File: config.mk
export PLATFORM = sky130hd
export DESIGN_NAME = mips_step_ctrl
export DESIGN_NICKNAME = d
export VERILOG_FILES = /design/src/rtl/mips_step_ctrl.sv
export SDC_FILE = /design/constraint.sdc
export NUM_CORES = 1
export LEC_CHECK = 0
export BUFFER_PORTS_ARGS = -buffer_cell sky130_fd_sc_hd__buf_2
export CAP_MARGIN = 20
export CORE_AREA = 3 3 113 88
export CTS_CLUSTER_SIZE = 10
export DETAILED_ROUTE_END_ITERATION = 8
export DIE_AREA = 0 0 116 91
export HOLD_SLACK_MARGIN = 0.06
export MAX_ROUTING_LAYER = met4
export PLACE_DENSITY = 0.78
export SLEW_MARGIN = 20
export SYNTH_ARGS = -nofsm -noshare
export SYNTH_HDL_FRONTEND = slang
export SYNTH_SLANG_ARGS = --single-unit
File: constraint.sdc
create_clock -name clk -period 4.79 [get_ports clk]
set_input_delay 0.7185 -clock clk [delete_from_list [all_inputs] [get_ports clk]]
set_output_delay 0.7185 -clock clk [all_outputs]
set_load 0.05 [all_outputs]
File: src/rtl/mips_step_ctrl.sv
// Single-step / free-run controller for a MIPS CPU core: debounces the step button
// and run switch and turns them into one-clk cpu_en pulses.
module mips_step_ctrl #(
    parameter int DB_CYCLES = 1000000,
    parameter int RUN_DIV   = 25000000
) (
    input  logic        clk,
    input  logic        reset,
    input  logic        step_btn,
    input  logic        run_sw,
    input  logic        halt_req,
    output logic        cpu_en,
    output logic [1:0]  state,
    output logic        halted_by_req,
    output logic [31:0] step_count
);

    localparam int DBW  = (DB_CYCLES > 2) ? $clog2(DB_CYCLES) : 1;
    localparam int DIVW = (RUN_DIV > 2) ? $clog2(RUN_DIV) : 1;
    localparam logic [DBW-1:0]  DB_LAST  = DBW'(DB_CYCLES - 1);
    localparam logic [DIVW-1:0] DIV_LAST = DIVW'(RUN_DIV - 1);

    typedef enum logic [1:0] {
        S_HALT     = 2'b00,
        S_STEP     = 2'b01,
        S_RUN      = 2'b10,
        S_WAIT_REL = 2'b11
    } state_t;

    state_t            cur;
    logic [DIVW-1:0]   div;
    logic [1:0]        step_sync;
    logic [1:0]        run_sync;
    logic [DBW-1:0]    step_cnt;
    logic [DBW-1:0]    run_cnt;
    logic              db_step;
    logic              db_step_prev;
    logic              db_run;
    logic              step_press;

    assign state = cur;

    always_ff @(posedge clk or posedge reset) begin
        if (reset) begin
            step_sync <= 2'b00;
            run_sync  <= 2'b00;
        end else begin
            step_sync <= {step_sync[0], step_btn};
            run_sync  <= {run_sync[0], run_sw};
        end
    end

    // A debounced value only moves after the synchronized input has disagreed
    // with it for DB_CYCLES consecutive cycles.
    always_ff @(posedge clk or posedge reset) begin
        if (reset) begin
            step_cnt     <= '0;
            db_step      <= 1'b0;
            db_step_prev <= 1'b0;
        end else begin
            db_step_prev <= db_step;
            if (step_sync[1] == db_step) begin
                step_cnt <= '0;
            end else if (step_cnt == DB_LAST) begin
                db_step  <= step_sync[1];
                step_cnt <= '0;
            end else begin
                step_cnt <= step_cnt + 1'b1;
            end
        end
    end

    always_ff @(posedge clk or posedge reset) begin
        if (reset) begin
            run_cnt <= '0;
            db_run  <= 1'b0;
        end else begin
            if (run_sync[1] == db_run) begin
                run_cnt <= '0;
            end else if (run_cnt == DB_LAST) begin
                db_run  <= run_sync[1];
                run_cnt <= '0;
            end else begin
                run_cnt <= run_cnt + 1'b1;
            end
        end
    end

    assign step_press = db_step & ~db_step_prev;

    // halt_req and a dropped run switch both veto the RUN pulse in the cycle they occur.
    assign cpu_en = (cur == S_STEP) ||
                    ((cur == S_RUN) && (div == DIV_LAST) && !halt_req && db_run);

    always_ff @(posedge clk or posedge reset) begin
        if (reset) begin
            cur           <= S_HALT;
            div           <= '0;
            halted_by_req <= 1'b0;
        end else begin
            case (cur)
                S_HALT: begin
                    if (!db_run) begin
                        halted_by_req <= 1'b0;
                    end
                    if (step_press) begin
                        cur <= S_STEP;
                    end else if (db_run && !halted_by_req) begin
                        cur <= S_RUN;
                        div <= '0;
                    end
                end
                S_STEP: begin
                    cur <= S_WAIT_REL;
                end
                S_WAIT_REL: begin
                    if (!db_step) begin
                        cur <= S_HALT;
                    end
                end
                S_RUN: begin
                    if (halt_req) begin
                        cur           <= S_HALT;
                        halted_by_req <= 1'b1;
                    end else if (!db_run) begin
                        cur <= S_HALT;
                    end else if (div == DIV_LAST) begin
                        div <= '0;
                    end else begin
                        div <= div + 1'b1;
                    end
                end
                default: begin
                    cur <= S_HALT;
                end
            endcase
        end
    end

    always_ff @(posedge clk or posedge reset) begin
        if (reset) begin
            step_count <= 32'd0;
        end else if (cpu_en) begin
            step_count <= step_count + 32'd1;
        end
    end

endmodule

==> results of run 1 <==
[logic make-up (layout without fill, tap and decap cells)]
kind of cell,Yosys count,count (layout),share of synthesized area
AND/OR/NAND/NOR,260,260,0.269
flip-flops,107,107,0.506
XOR/XNOR,73,73,0.121
AO/OA/AOI/OAI,45,45,0.0546
buffers and inverters,35,75,0.0274
multiplexers,6,6,0.0123
adder cells (fa/ha/maj),4,4,0.00946
[layout by cell type (no fill, tap or decap), types with 10 or more instances in the layout]
| cell type | n |
|---|---|
| buf_2 | 40 |
| and3_1 | 11 |
| inv_1 | 18 |
| o21ai_0 | 10 |
| nor3_1 | 23 |
| nand2_1 | 44 |
| a21oi_1 | 11 |
| nor2_1 | 65 |
| xnor2_1 | 32 |
| dfrtp_1 | 107 |
| nand4_1 | 19 |
| xor2_1 | 41 |
| nor4_1 | 14 |
| nand3_1 | 25 |
[metal layers]
metal	GRT usage	vias to the layer above	wire length, um
li1	-	1930	-
met1	0.327	1982	5110
met2	0.353	117	5290
met3	0.0653	10	610
met4	0.0473	0	77
met5	-	-	0
[worst max-delay path, stage by stage (launching register included)]
cell and delay (ps):
dfrtp_1 390, ha_1 250, nand2_1 170, nor4_2 560, a21oi_2 120, buf_4 260, inv_1 180, buf_2 290
[power by group through the flow]
stage | Combinational (mW) | Sequential [mW] | Clock [mW]
after floorplan | 0.0335 | 0.937 | 0
after global placement | 0.0422 | 0.939 | 0
after detailed placement | 0.0433 | 0.940 | 0
after CTS | 0.0436 | 0.923 | 0.803
after global routing | 0.0490 | 0.924 | 0.849
final | 0.0417 | 0.923 | 0.792
[layout make-up]
type	instances	area, sq um	area share
clock buffer	12	256	0.0435
sequential	107	2680	0.454
multi-input combinational	388	2480	0.420
tap	112	140	0.0238
clock inverter	2	60.1	0.0102
inverter	19	73.8	0.0125
timing repair buffer	42	215	0.0365
[sequential cells by signal, indices dropped and copies added, names as in the netlist]
name           count
state              2
db_step_prev       1
halted_by_req      1
db_step            1
div               25
step_sync          2
step_count        32
run_sync           2
run_cnt           20
db_run             1
step_cnt          20
[metrics by stage]
stage	util	area, sq um
final	0.660	5900
after global routing	0.660	5900
after CTS	0.660	5890
after detailed placement	0.624	5580
after global placement	0.624	5580
after floorplan	-	5290
[final timing paths]
| path | slack [ps] | depth (start not counted) | endpoint |
|---|---|---|---|
| min | 360 | 0 | step_sync[1] |
| max reg2reg | 2050 | 5 | div[12] |
| min in group asynchronous | 580 | 2 | step_count[21] |
| min reg2reg | 360 | 0 | step_sync[1] |
| max | 1500 | 7 | cpu_en |
| max in group asynchronous | 3240 | 3 | div[10] |
==> results.py, run 1 <==
metrics = {
    "floorplan": {
        "boundaryPins": 41,
        "fp.dieH_um": 91,
        "die-area_sq_um": 10600,
        "placementRows": 30,
        "floorplan.initialDensity": 0.592,
        "dieWidth_um": 116,
        "coreArea_sq_um": 8930,
    },
    "flow_run": {
        "maxCapViolCount": 0,
    },
    "timing": {
        "fin_ws_ps": 1500,
        "min_period_ps": 3290,
        "relSlewSlack": 0.338,
        "hold-worst-slack_ps": 356,
        "hold_viol_final": 0,
        "setup_tns_ps": 0,
        "drv_slew": 0,
        "worst_slew_pin_slew_ps": 983,
        "finalCritPeriodShare": 0.687,
        "setup_viol": 0,
        "skew_ps": 6.74,
        "fmax_mhz": 304,
        "rsz0062_at_grt": "no",
    },
    "layout": {
        "fill_cells": 708,
        "n_antenna_cell": 0,
        "drive_gt1_frac": 0.140,
        "area_growth_pct": 11.5,
        "fin_cells": 682,
        "nets": 576,
    },
    "status": {
        "status": "finished clean",
    },
    "power": {
        "total_power_mw": 1.76,
        "p_seq_frac": 0.526,
        "combinationalPowerShare": 0.024,
        "cellPowerDensity_nw_per_um2": 298,
        "ir_worst_vdd_mv": 0.174,
        "power.share.clock": 0.451,
        "p_sw_frac": 0.200,
        "p_sw_mw": 0.351,
        "p_leak_nw": 2.68,
        "power.internal_mw": 1.41,
    },
    "clocking": {
        "clock_latency_ps": 340,
        "clockBufferDepth": 2,
        "cts_sinks": 107,
        "ctsResizeCount": 0,
        "cts_setup_buffers": 0,
        "numCtsBuffers": 9,
        "cts.clk_slew.worst_paths_ps": 70,
        "cts_root_buffer": "clkbuf_16",
        "postCtsHoldBufs": 0,
        "htree_levels": 3,
        "cts_tree": "yes",
    },
    "critical_path": {
        "crit_start": "div[1]",
        "required_ps": 4070,
        "start_kind": "flop",
        "endpoint_kind": "output port",
        "cp.arrival_ps": 2570,
        "crit_fanout": 28,
        "worstSetupPathType": "flop to output port",
        "rr_startpoint": "div[17]",
    },
    "detailed_routing": {
        "dr.pass1.iters": 5,
        "drcViolationCount": 0,
        "wl_per_cell_um": 16.3,
        "viasPerCell": 5.92,
        "num_vias": 4039,
        "wl_um": 11100,
        "drtIter0Drc": 259,
        "ant_nets": 0,
    },
    "global_route": {
        "grt_max_degree": 76,
        "antenna_found_initial": 0,
        "grt_pass1_wl_um": 19600,
        "gr-total-overflow": 0,
        "grt_usage": 0.236,
        "grt_pass1_vias": 4054,
    },
    "logic_synthesis": {
        "synthArstFlopShare": 1.00,
        "synth_top_flop_cell": "dfrtp_1",
        "synth_top_area_share": 0.506,
        "yosysWarnings": 0,
        "syn_area_sq_um": 5290,
        "syn-mean-instance-area_sq_um": 9.98,
        "synth_seq_cells": 107,
        "synth_cell_types": 49,
        "yosys.area.top_type": "dfrtp_1",
        "synth.area.top_cells": "dfrtp_1 (51%), xor2_1 (6.8%), xnor2_1 (5.3%)",
        "synth_most_common_cell": "dfrtp_1",
        "synth_common_cells": "dfrtp_1 (107), nor2_1 (65), nand2_1 (44)",
        "syn_inst": 530,
        "syn_nets": 539,
        "synth_edf_count": 0,
        "ys_seq_area_frac": 0.506,
    },
    "placement": {
        "finalWeightedCongestion": 0.902,
        "place_ws_ps": 1840,
        "dp.cells": 668,
        "io_buffers": 40,
        "dp_hpwl_um": 7770,
    },
    "worst_hold_path": {
        "hold_path.class": "flop to flop",
        "worstHoldStart": "step_sync[0]",
    },
}
(Power assumes the default switching activity.)
==> run 2: changes to the inputs <==
- CORE_AREA: 3 3 113 88 -> 3 3 119 92
- DIE_AREA: 0 0 116 91 -> 0 0 122 95
- PLACE_DENSITY: 0.78 -> 0.75
- clock period: 4.79 -> 3 ns (I/O delays scaled with it)
==> run 2 against run 1 <==
Net effect:
- hold slack got worse by 130 ps
- global-route usage fell by 3.4 points
- register-to-register slack got worse by 1700 ps
- first-iteration DRC count rose by 16%
- sequential cell count did not move
- clock-buffer cell count fell by 2
- cell area rose by 0.83%
- setup slack got worse by 1300 ps
- clock skew rose by 1.7 ps
==> results.py, run 2 (same netlist as run 1, synthesis figures left out) <==
metrics = {
    "timing": {
        "finalCritPeriodShare": 0.935,
        "setup_tns_ps": 0,
        "drv_slew": 0,
        "skew_ps": 8.49,
        "setup_viol": 0,
        "rsz0062_at_grt": "no",
        "fmax_mhz": 356,
        "relSlewSlack": 0.355,
        "min_period_ps": 2810,
        "fin_ws_ps": 195,
        "worst_slew_pin_slew_ps": 965,
        "hold_viol_final": 0,
    },
    "flow_run": {
        "maxCapViolCount": 0,
    },
    "detailed_routing": {
        "drtIter0Drc": 301,
        "wl_per_cell_um": 14.9,
        "drcViolationCount": 0,
        "wl_um": 10500,
        "num_vias": 3998,
        "ant_nets": 0,
        "dr.pass1.iters": 5,
        "viasPerCell": 5.65,
    },
    "global_route": {
        "gr-total-overflow": 0,
        "grt_usage": 0.202,
        "grt_pass1_wl_um": 18100,
        "grt_pass1_vias": 3795,
        "antenna_found_initial": 0,
        "grt_max_degree": 41,
    },
    "placement": {
        "io_buffers": 40,
        "finalWeightedCongestion": 0.916,
        "dp_hpwl_um": 7300,
        "dpl_cell_area_sq_um": 5640,
        "place_ws_ps": 481,
    },
    "critical_path": {
        "rr_startpoint": "div[17]",
        "required_ps": 2550,
        "crit_fanout": 6,
        "r2r_setup_slack_ps": 320,
        "endpoint_kind": "output port",
        "start_kind": "flop",
        "reg2regPathDepth": 5,
        "worstSetupPathType": "flop to output port",
        "cp.arrival_ps": 2360,
        "r2r-end": "div[12]",
    },
    "clocking": {
        "clockBufferDepth": 2,
        "cts_tree": "yes",
        "cts_root_buffer": "clkbuf_16",
        "postCtsHoldBufs": 0,
        "htree_levels": 3,
        "numCtsBuffers": 9,
        "ctsResizeCount": 0,
        "cts.clk_slew.worst_paths_ps": 70,
        "cts_sinks": 107,
        "clock_latency_ps": 350,
        "cts_setup_buffers": 0,
    },
    "layout": {
        "top_register": "step_count",
        "drive_gt1_frac": 0.151,
        "fill_cells": 795,
        "design_area_sq_um": 5950,
        "area_growth_pct": 12.4,
        "n_antenna_cell": 0,
        "largestRegisters": "step_count: 32 flops, div: 25 flops",
        "final_cell_mix": "dfrtp_1 (107), nor2_1 (65), nand2_1 (44)",
        "largest_reg_flops": 32,
        "mostFrequentLayoutCell": "dfrtp_1",
        "nets": 580,
    },
    "floorplan": {
        "die-area_sq_um": 11600,
        "dieWidth_um": 122,
        "fp.dieH_um": 95,
        "placementRows": 31,
        "coreArea_sq_um": 9740,
        "boundaryPins": 41,
        "floorplan.initialDensity": 0.544,
    },
    "status": {
        "status": "finished clean",
    },
    "worst_hold_path": {
        "worstHoldStart": "step_btn",
        "hold_depth": 1,
        "hold_path.class": "input port to flop",
        "hold_end": "step_sync[0]",
    },
    "power": {
        "p_leak_nw": 2.69,
        "ir_worst_vdd_mv": 0.315,
        "cellPowerDensity_nw_per_um2": 453,
    },
}
[run 2: changes by cell type in the layout (fill, tap and decap cells not counted), sizes merged]
cell | previous run | this run
buf | 42 | 46
clkinv | 0 | 3
bufinv | 2 | 0
clkbuf | 12 | 10
clkinvlp | 0 | 2
inv | 19 | 20
[run 2: worst max path at each step]
stage | cells past startpoint | slack [ps] | startpoint | end
after floorplan | 5 | 710 | div[9] | step_count[1]
after global placement | 5 | 520 | div[17] | div[12]
after detailed placement | 5 | 480 | div[17] | div[12]
after CTS | 6 | 290 | div[0] | cpu_en
after global routing | 6 | 40 | div[0] | cpu_en
final | 6 | 190 | div[0] | cpu_en
[run 2: worst max-delay path: stages, from the launching register on]
cell,delay [ps]
dfrtp_1,380
ha_1,240
nand2_1,140
nor4_2,570
a21oi_2,150
inv_1,220
buf_2,310
[run 2: final cells by class]
class	instances	area, sq um	share of cell area
clock buffer	10	239	0.0402
inverter	19	75.1	0.0126
tap	132	165	0.0278
clock inverter	6	57.6	0.00968
timing repair buffer	46	258	0.0433
multi-input combinational	388	2480	0.416
sequential	107	2680	0.450
[run 2: per-stage QoR]
step	power, mW	util	hold slack [ps]	instances
floorplan	1.55	-	331	530
global placement	1.57	0.580	337	692
detailed placement	1.57	0.580	336	692
CTS	2.73	0.610	209	708
global route	2.80	0.611	202	708
finish	2.69	0.611	223	708
[run 2: power breakdown]
part           internal [mW]  switching (mW)  leakage (nW)
Sequential              1.46          0.0155          1.45
Combinational         0.0216          0.0498          1.09
Clock                  0.602           0.548         0.144
Total                   2.08           0.613          2.69
[run 2: per-layer routing]
| layer | global-route usage | wire [um] | share of wire | vias to the layer above |
|---|---|---|---|---|
| met5 | - | 0 | 0 | - |
| met4 | 0.0504 | 105 | 0.010 | 0 |
| met3 | 0.0503 | 603 | 0.057 | 11 |
| met2 | 0.300 | 4770 | 0.45 | 114 |
| met1 | 0.279 | 5050 | 0.48 | 1938 |
| li1 | - | - | - | 1935 |
==> run 3: changes to the inputs <==
==> constraint.sdc (replaced) <==
create_clock -name clk -period 3 [get_ports clk]
set_input_delay 0.45 -clock clk [delete_from_list [all_inputs] [get_ports clk]]
set_output_delay 0.45 -clock clk [all_outputs]
set_load 0.1 [all_outputs]
==> run 3 against run 2 <==
Net effect:
- global-route usage rose by 0.80 points
- largest cell class unchanged
- clock power rose by 14%
- cell area rose by 0.59%
- highest routed layer unchanged
==> results.py, run 3 (same netlist as run 1, synthesis figures left out) <==
metrics = {
    "critical_path": {
        "rr_startpoint": "div[17]",
        "slowest_stage": "or4_4",
        "required_ps": 2550,
        "r2r-end": "div[12]",
        "worstSetupPathType": "flop to output port",
        "cp.arrival_ps": 2330,
        "slowest_delay_ps": 580,
        "crit_fanout": 6,
        "r2r_setup_slack_ps": 360,
        "path_cells": "or4_4, nor4_4, a21oi_2, inv_1, clkbuf_4",
        "endpoint_kind": "output port",
        "start_kind": "flop",
        "reg2regPathDepth": 5,
    },
    "layout": {
        "largestRegisters": "step_count: 32 flops, div: 25 flops",
        "fin_util": 0.615,
        "design_area_sq_um": 5980,
        "area_growth_pct": 13.1,
        "multi_input_area_sq_um": 2480,
        "nets": 578,
        "mostFrequentLayoutCell": "dfrtp_1",
        "fin_cells": 706,
        "top_register": "step_count",
        "final_cell_mix": "dfrtp_1 (107), nor2_1 (65), nand2_1 (44)",
        "n_antenna_cell": 0,
        "largest_reg_flops": 32,
        "seq_area_sq_um": 2680,
        "fill_cells": 781,
        "drive_gt1_frac": 0.148,
    },
    "power": {
        "p_leak_nw": 2.72,
        "cellPowerDensity_nw_per_um2": 477,
        "ir_worst_vdd_mv": 0.302,
        "total_power_mw": 2.85,
    },
    "clocking": {
        "htree_levels": 3,
        "cts_tree": "yes",
        "clockBufferDepth": 2,
        "clock_latency_ps": 350,
        "cts_root_buffer": "clkbuf_16",
        "cts.clk_slew.worst_paths_ps": 70,
        "cts_setup_buffers": 0,
        "numCtsBuffers": 9,
        "postCtsHoldBufs": 0,
        "ctsResizeCount": 0,
        "cts_sinks": 107,
    },
    "flow_run": {
        "maxCapViolCount": 0,
    },
    "timing": {
        "setup_viol": 0,
        "finalCritPeriodShare": 0.927,
        "drv_slew": 0,
        "min_period_ps": 2780,
        "fin_ws_ps": 219,
        "rsz0062_at_grt": "no",
        "skew_ps": 4.80,
        "worst_slew_pin_slew_ps": 934,
        "setup_tns_ps": 0,
        "hold-worst-slack_ps": 197,
        "hold_viol_final": 0,
        "fmax_mhz": 360,
        "relSlewSlack": 0.375,
    },
    "detailed_routing": {
        "drtIter0Drc": 334,
        "num_vias": 3960,
        "viasPerCell": 5.61,
        "wl_per_cell_um": 15.5,
        "dr.pass1.iters": 5,
        "ant_nets": 0,
        "drcViolationCount": 0,
        "wl_um": 10900,
    },
    "floorplan": {
        "die-area_sq_um": 11600,
        "placementRows": 31,
        "coreArea_sq_um": 9740,
        "dieWidth_um": 122,
        "floorplan.initialDensity": 0.544,
        "fp.dieH_um": 95,
        "boundaryPins": 41,
    },
    "worst_hold_path": {
        "hold_path.class": "input port to async pin",
    },
    "global_route": {
        "antenna_found_initial": 0,
        "grt.busiest_layer": "met2",
        "gr-total-overflow": 0,
        "grt_pass1_wl_um": 18700,
        "grtUsageMet2": 0.306,
        "grt_max_degree": 58,
        "grt.met3_usage": 0.0563,
        "grt_pass1_vias": 3870,
        "met1_usage": 0.288,
        "grt_usage": 0.210,
    },
    "placement": {
        "place_ws_ps": 442,
        "dp.cells": 690,
        "finalWeightedCongestion": 0.927,
        "dp_hpwl_um": 7570,
        "io_buffers": 40,
        "dpl_cell_area_sq_um": 5630,
    },
    "status": {
        "status": "finished clean",
    },
}
run 3: cell type report:
class                      count  area share
sequential                   107       0.448
tap                          132      0.0276
inverter                      19      0.0125
clock inverter                 5      0.0138
clock buffer                  11      0.0422
multi-input combinational    388       0.415
timing repair buffer          44      0.0410
run 3: how the worst max path moves through the flow:
stage	startpoint	to	slack [ps]	depth (start not counted)
finish	div[9]	cpu_en	220	5
global route	div[0]	cpu_en	60	6
CTS	div[9]	cpu_en	130	5
detailed placement	div[17]	div[12]	440	5
global placement	div[17]	div[12]	530	5
floorplan	state[1]	step_count[1]	80	5
run 3: layer usage:
| layer | wire (um) | up-vias |
|---|---|---|
| met4 | 165 | 0 |
| met1 | 5240 | 1929 |
| li1 | - | 1924 |
| met3 | 633 | 14 |
| met2 | 4870 | 93 |
| met5 | 0 | - |
run 3: worst max-delay path: cells and delay by family, from the launching register on:
kind,cells,cell delay (ps)
AO/OA/AOI/OAI,1,110
buffers and inverters,2,590
flip-flops,1,430
AND/OR/NAND/NOR,2,860
run 3: power breakdown:
group | internal [mW] | leakage, nW | switching [mW]
combinational | 0.0206 | 1.10 | 0.0487
sequential | 1.46 | 1.45 | 0.0158
clock | 0.782 | 0.167 | 0.528
